File: config.mk
export PLATFORM = sky130hd
export DESIGN_NAME = nrad_seq
export DESIGN_NICKNAME = d
export VERILOG_FILES = /design/src/rtl/nrad_seq.sv
export SDC_FILE = /design/constraint.sdc
export NUM_CORES = 1
export LEC_CHECK = 0
export CAP_MARGIN = 30
export CORE_ASPECT_RATIO = 1.25
export CORE_MARGIN = 4
export CORE_UTILIZATION = 40
export DETAILED_ROUTE_END_ITERATION = 6
export DONT_BUFFER_PORTS = 1
export GPL_TIMING_DRIVEN = 0
export SYNTH_ARGS = -nofsm -noshare
export SYNTH_HDL_FRONTEND = slang
export SYNTH_SLANG_ARGS = --single-unit
File: constraint.sdc
create_clock -name clk -period 2.14 [get_ports clk]
set_clock_uncertainty 0.15 [all_clocks]
set_input_delay 0 -clock clk [delete_from_list [all_inputs] [get_ports clk]]
set_output_delay 0 -clock clk [all_outputs]
set_load 0.005 [all_outputs]
File: src/rtl/nrad_seq.sv
// Sequential non-restoring unsigned divider: one quotient bit per cycle,
// one remainder-fix cycle, then a one-cycle done pulse with held results.
module nrad_seq #(
   parameter int N = 8,
   parameter int M = 4
) (
   input  logic         clk,
   input  logic         rst,
   input  logic         start,
   input  logic [N-1:0] X,
   input  logic [M-1:0] Y,
   output logic         busy,
   output logic         done,
   output logic [N-1:0] Q,
   output logic [M-1:0] R,
   output logic         div_zero
);

   localparam int CW = $clog2(N + 1);

   typedef enum logic [1:0] {IDLE, ITER, FIX, DONE} state_t;

   state_t         state;
   logic [M:0]     p;
   logic [N-1:0]   a;
   logic [M-1:0]   y_r;
   logic [CW-1:0]  cnt;

   logic [M:0]     y_ext;
   logic [M:0]     p_sh;
   logic [M:0]     p_step;
   logic [M:0]     p_fix;

   // The shift drops the old sign bit; the add/sub brings P back into
   // [-Y, Y), so the modulo-2^(M+1) result is still exact.
   always_comb begin
      y_ext  = {1'b0, y_r};
      p_sh   = {p[M-1:0], a[N-1]};
      p_step = p[M] ? (p_sh + y_ext) : (p_sh - y_ext);
      p_fix  = p[M] ? (p + y_ext) : p;
   end

   // NOTE: every state register uses <= so all updates see pre-edge values.
   always_ff @(posedge clk) begin
      if (rst) begin
         state    <= IDLE;
         p        <= '0;
         a        <= '0;
         y_r      <= '0;
         cnt      <= '0;
         busy     <= 1'b0;
         done     <= 1'b0;
         Q        <= '0;
         R        <= '0;
         div_zero <= 1'b0;
      end else begin
         case (state)
            IDLE, DONE: begin
               state <= IDLE;
               busy  <= 1'b0;
               done  <= 1'b0;
               if (start) begin
                  a        <= X;
                  y_r      <= Y;
                  p        <= '0;
                  cnt      <= CW'(N);
                  div_zero <= (Y == '0);
                  if (Y == '0) begin
                     state <= DONE;
                     done  <= 1'b1;
                     Q     <= '1;
                     R     <= X[M-1:0];
                  end else begin
                     state <= ITER;
                     busy  <= 1'b1;
                  end
               end
            end
            ITER: begin
               p   <= p_step;
               a   <= {a[N-2:0], ~p_step[M]};
               cnt <= cnt - CW'(1);
               if (cnt == CW'(1)) state <= FIX;
            end
            FIX: begin
               p     <= p_fix;
               Q     <= a;
               R     <= p_fix[M-1:0];
               busy  <= 1'b0;
               done  <= 1'b1;
               state <= DONE;
            end
            default: state <= IDLE;
         endcase
      end
   end

endmodule

# --- After elaboration in Yosys (flattened, before gate mapping) ---
# Index checks and enable logic that the tools add are counted.
word_totals:
  register_bits: 38
  word_cells: 54
op_classes:
  eq_ne: 7
  n_addsub: 4
  reduce_logical: 8
  muxes: 24
  bitwise_logic: 1
op_table:
  columns: ["operator", "count"]
  rows:
  - ["$pmux 8 s2", 2]
  - ["$mux 8", 3]
  - ["$pmux 4 s2", 2]
  - ["$mux 5", 3]
  - ["$pmux 5 s3", 1]
  - ["$mux 4", 3]
  - ["$add 5x4->5", 2]
  - ["$mux 2", 3]
  - ["$ne 2x2->1 const B", 3]
  - ["$pmux 2 s3", 1]
  - ["$sub 5x4->5", 1]
  - ["$eq 2x2->1 const B", 2]
  - ["$eq 4x1->1 const B", 1]
  - ["$logic_not 4->1", 1]
  - ["$mux 1", 4]
  - ["$pmux 1 s2", 2]
  - ["$reduce_and 2->1", 2]
  - ["$reduce_bool 2->1", 2]
  - ["$sub 4x1->4 const B", 1]
  - ["$reduce_and 3->1", 1]
  - ["$eq 2x1->1 const B", 1]
  - ["$logic_not 2->1", 1]
  - ["$reduce_or 2->1", 1]
  - ["$not 1->1", 1]

# --- Logic depth before layout (Yosys ltp) ---
depth:
  word_depth: 4
  ltp_mapped: 10
  depth_no_buf: 10

# --- Worst setup path after synthesis ---
# Ideal clock, no wire load.
synth_timing:
  path_type: "reg2reg"
  startpoint: "reg y_r[1]"
  endpoint: "reg p[4]"
  setup_ps: 95
  synth_period_minus_slack_ps: 2249
  setup_slack_ps: -109
  stages_incl_launch_ff: 11
  path_buffers: 0
  arrival_ps: 2004
  path_cell_list: "dfxtp_1 > inv_1 > ha_1 > mux2_2 > inv_1 > fa_1 > nand2b_1 > a21oi_1 > xnor2_1 > nand2b_1 > a221oi_1"
synth_between:
  elab_chain_cells: 3
  elab_cells_between_ends: 6
synth_lines:
  columns: ["item", "line_no", "text"]
  rows:
  - ["start, declared", "26", "logic [M-1:0] y_r;"]
  - ["start signal, assigned", "49", "y_r <= '0;"]
  - ["start signal, assigned", "64", "y_r <= Y;"]
  - ["$add 5x4->5, or another cell as far along", "40", "p_fix = p[M] ? (p + y_ext) : p;"]
  - ["$mux 5, on equally long branches", "40, 39", null]
  - ["$pmux 5 s3 (*)", "57", "case (state)"]
  - ["end signal, assigned", "80", "p <= p_step;"]
  - ["end signal, assigned", "86", "p <= p_fix;"]
  - ["end, declared", "24", "logic [M:0] p;"]
# Mark *: on every way between the ends. The rest lies on a longest branch, timed or not.
# A chain may end at the register's enable or synchronous reset.

# --- Worst setup path after layout ---
layout_timing:
  startpoint: "reg y_r[0]"
  endpoint: "reg p[4]"
# The elaborated chain is that of the path after synthesis.

==> results.txt <==
* Result of the run: finished with violations
- Violations in the final reports: negative hold slack, negative setup slack
* Critical Path Start Type: flip-flop
* Port-buffer cells: 0
- In this run the number of H-tree levels came out at 2.
- Routed len/inst: 16.1 µm
- Worst setup startpoint: y_r[0]
- In this run the register-to-register setup slack is -0.05 ns.
- The initial antenna violation count was 0.
- Launch point of the worst hold path: start
- Once the floorplan was initialized, standard cells occupied between 40% and 50% of the core.
- The first global-routing pass estimated between 9 and 10 mm of wire.
- Post-synthesis cell count: approximately 260
* Most frequent cell after synthesis: sky130_fd_sc_hd__dfxtp_1
* Number of nets with antenna violations after detailed routing: 0
- Setup slack on the critical path of the routed design comes to -0.0487 ns.
- The tree built by TritonCTS fans out to 38 sinks.
- Layout cell share with drive strength beyond 1: about 17%
- Half-perimeter wire length after placement: 3.92 mm
* CTS clock-pin slew for the worst setup and hold paths: 0.08 ns
* Tmin final: around 2.2 ns
* Setup repair after global routing missed its margin: true
- For this run, the top clock speed supported by timing is approximately 0.46 GHz.
- Area of the mapped netlist: between 2000 and 2500 µm²
- The worst setup path is captured at a flip-flop.
* Warnings from Yosys: 0
* Hold Crit Depth: 4
- The detailed router finished its first iteration with 85 violations.
* Worst-case clock buffer depth: 2
- In the routed design, unresolved DRC markers number 0.
- Path class of the lowest-slack min-delay path: input port to flip-flop
* Worst Reg-to-Reg Cells: 10
- After floorplanning, the core was divided into 29 placement rows.
* Slew at the pin with the worst max-slew slack: ~0.60 ns
- Worst-Skew Late Latency: ~0.28 ns
* Reg2Reg Capture Point: p[4]
- Combinational logic is responsible for between 50% and 60% of the overall power.
- Leak: 1.01 nW
* Share of synthesized flip-flops with an asynchronous set or reset: 0%
- The internal power of the cells totals around 0.0020 W.
* Standard cell core area: 5150 µm²
* Final instance area: 2570 µm²
- Critical path data arrival time: around 2.2 ns
* Share of the clock period used by the worst path after layout: 102%
* Peak fanout along the critical path: 2
* Total CTS buffers: 5
- Synthesis-to-finish area growth: 19.6%
- Routability-driven placement finished with a final weighted congestion of about 0.81.
- Of the total power, the clock network draws a little over an eighth.
* Maximum resistive drop on vdd: 0.832 mV
* Pin count of the biggest net entering global routing: 12
* Fraction of power spent switching nets: between 40 and 50%
* Sequential-to-total area share from yosys stat: 35.4%
* Pwr per Cell Area: approximately 1400 nW/µm²
- Dpl cells: between 300 and 400
* Boundary Pins: 30
- Setup violations remaining at the end of the flow were counted as 1.
- After synthesis the netlist holds a flip-flop and latch count of 38.
- The count of cells in the finished layout, fillers not included, comes to 343.
* Horizontal die dimension: approximately 74 µm
- Wires add up to 5.52 mm.
- Net switching power figure: around 0.0016 W
- Once placement finished, the instance area stood at between 2000 and 2500 µm².
- Startpoint of the worst-slack reg-to-reg timing path: y_r[0]
- Summing over every cut layer, the via total after detailed routing is about 1.8k.
* Die height: ~90 µm
* Sequential group share of total power: 33.4%
- Dividing the detail-routed via count by the number of cells gives between 5 and 6.
- Among all flip-flop cells after synthesis, the most frequent one is sky130_fd_sc_hd__dfxtp_1.
- Antenna diode count: 0
- Dividing the synthesized area by the synthesized cell count gives 8.39 µm².
- For the worst setup path, the data required time is 2.19 ns.
* Number of nets in the synthesized netlist: approximately 290
* Top cells by count, synth: sky130_fd_sc_hd__dfxtp_1, sky130_fd_sc_hd__nor2_1, sky130_fd_sc_hd__a21oi_1
* Number of nets in the final layout: 313
- The number of global-route vias before repair came to 1875.
- In this run the tightest slew margin relative to its limit is 60.0%.
- Largest area contributor in the synthesized netlist: sky130_fd_sc_hd__dfxtp_1
* Maximum capacitance violations: 0
- The root buffer cell chosen for the clock tree is sky130_fd_sc_hd__clkbuf_8.
* Total count of max-transition violations in the final report: 0
- Number of distinct standard cells referenced by the synthesized netlist: 41
- Area of the die: about 6600 µm²
* CTS tree: built
- Core occupancy in the finished layout: 49.9%
* Worst hold endpoint: cnt[3]
- For this run the aggregate overflow at the end of global routing stands at 0.
- Sorting the synthesized cells by area gives the leading types as sky130_fd_sc_hd__dfxtp_1, sky130_fd_sc_hd__ha_1, sky130_fd_sc_hd__a21oi_1, sky130_fd_sc_hd__mux2i_1, sky130_fd_sc_hd__nor2_1.
* Share of Yosys cell area claimed by the top area cell type: roughly 35%
* Start-to-end type of the worst setup path: flip-flop to flip-flop
* DR pass1 iterations: 4
- Fin. Hold Viols: 3
- For this run, the total global-route usage over all layers was measured as 17.8%.
- The tightest hold path in the finished design has a slack of -0.0417 ns.
- Number of flops mapped to enable cells by yosys: 0
-- flip-flops by register name, summed over array words and instances (netlist names) --
signal and count:
done 1, busy 1, a 8, Q 8, state 2, p 5, y_r 4, R 4
cnt 4, div_zero 1
-- placed cells by master (no fill, tap or decap), types with 2 or more instances in the layout --
master                           n
sky130_fd_sc_hd__nor2_1         27
sky130_fd_sc_hd__a21oi_2         2
sky130_fd_sc_hd__a21oi_1        26
sky130_fd_sc_hd__clkinv_2        2
sky130_fd_sc_hd__dfxtp_1        36
sky130_fd_sc_hd__a311oi_2        3
sky130_fd_sc_hd__nand3_1         9
sky130_fd_sc_hd__nand2b_1       10
sky130_fd_sc_hd__buf_4           7
sky130_fd_sc_hd__nor2_2          2
sky130_fd_sc_hd__xnor2_1         2
sky130_fd_sc_hd__nand2_1        17
sky130_fd_sc_hd__buf_1           2
sky130_fd_sc_hd__nor3_1          3
sky130_fd_sc_hd__dlygate4sd3_1  13
sky130_fd_sc_hd__o21ai_0        15
sky130_fd_sc_hd__mux2i_1        13
sky130_fd_sc_hd__inv_2           4
sky130_fd_sc_hd__clkbuf_8        5
sky130_fd_sc_hd__a31oi_1         3
sky130_fd_sc_hd__nand2b_4        3
sky130_fd_sc_hd__clkbuf_1        3
sky130_fd_sc_hd__nor3b_1         2
sky130_fd_sc_hd__clkbuf_2        3
sky130_fd_sc_hd__ha_1           14
sky130_fd_sc_hd__inv_1          13
sky130_fd_sc_hd__a211oi_1        9
sky130_fd_sc_hd__buf_2           3
sky130_fd_sc_hd__a21o_1          2
sky130_fd_sc_hd__o211ai_1        2
-- cell families after synthesis --
group,synth area share (%)
simple gates,19.2
compound gates,19.8
flops,35.4
buf+inv,6.41
fa+ha+maj,10.6
mux,6.58
xor+xnor,2.04
-- power by group through the flow --
stage	logic, W	registers [W]	clock network [W]
floorplan	0.00136	0.00115	0
global placement	0.00168	0.00122	0
detailed placement	0.00171	0.00122	0
CTS	0.00179	0.00120	0.000477
global route	0.00214	0.00123	0.000511
finish	0.00191	0.00119	0.000471
-- critical path, cell delays in order (launching register included) --
cell and delay [ns]:
sky130_fd_sc_hd__dfxtp_4 0.36, sky130_fd_sc_hd__inv_2 0.04, sky130_fd_sc_hd__ha_4 0.25, sky130_fd_sc_hd__mux2_4 0.15, sky130_fd_sc_hd__inv_2 0.04, sky130_fd_sc_hd__fa_2 0.34, sky130_fd_sc_hd__nand2b_4 0.16, sky130_fd_sc_hd__a21oi_4 0.14
sky130_fd_sc_hd__xnor2_2 0.09, sky130_fd_sc_hd__nand2b_4 0.15, sky130_fd_sc_hd__a221oi_2 0.23
-- timing repair --
item                       in CTS  in global routing
setup endpoints to repair       5                 19
resized for setup               7                 19
pin swaps                       5                 11
buffers inserted                3                  2
hold buffers                   13                  0
hold endpoints to repair       21                  0
-- stage by stage --
| stage | power, W | TNS, ns | worst slack (ns) |
|---|---|---|---|
| finish | 0.00357 | -0.0487 | -0.0487 |
| global route | 0.00388 | -0.217 | -0.135 |
| CTS | 0.00347 | -0.109 | -0.0776 |
| detailed placement | 0.00293 | -0.363 | -0.206 |
| global placement | 0.00289 | -0.324 | -0.182 |
| floorplan | 0.00251 | 0 | 0.0211 |
-- metal layers --
layer / share of wire [%] / vias up / GRT usage, %
met5: 0 / - / 0
met1: 43 / 850 / 21.7
met3: 4.0 / 9 / 3.24
met2: 51 / 34 / 30.8
met4: 2.1 / 0 / 5.29
li1: - / 943 / -
-- worst max-delay path by stage --
stage	slack [ns]	to	depth (start not counted)
finish	-0.05	p[4]	10
global route	-0.13	p[4]	10
CTS	-0.08	p[4]	10
detailed placement	-0.21	p[4]	10
global placement	-0.18	p[4]	10
floorplan	0.02	p[4]	10
-- cell type report --
cell class | count | area, µm²
buffer | 15 | 82.6
clock buffer | 5 | 68.8
multi-input combinational | 186 | 1330
sequential | 38 | 766
clock inverter | 2 | 10.0
fill | 507 | 2580
inverter | 17 | 63.8
tap | 62 | 77.6
timing repair buffer | 18 | 168
(Power assumes the default switching activity.)
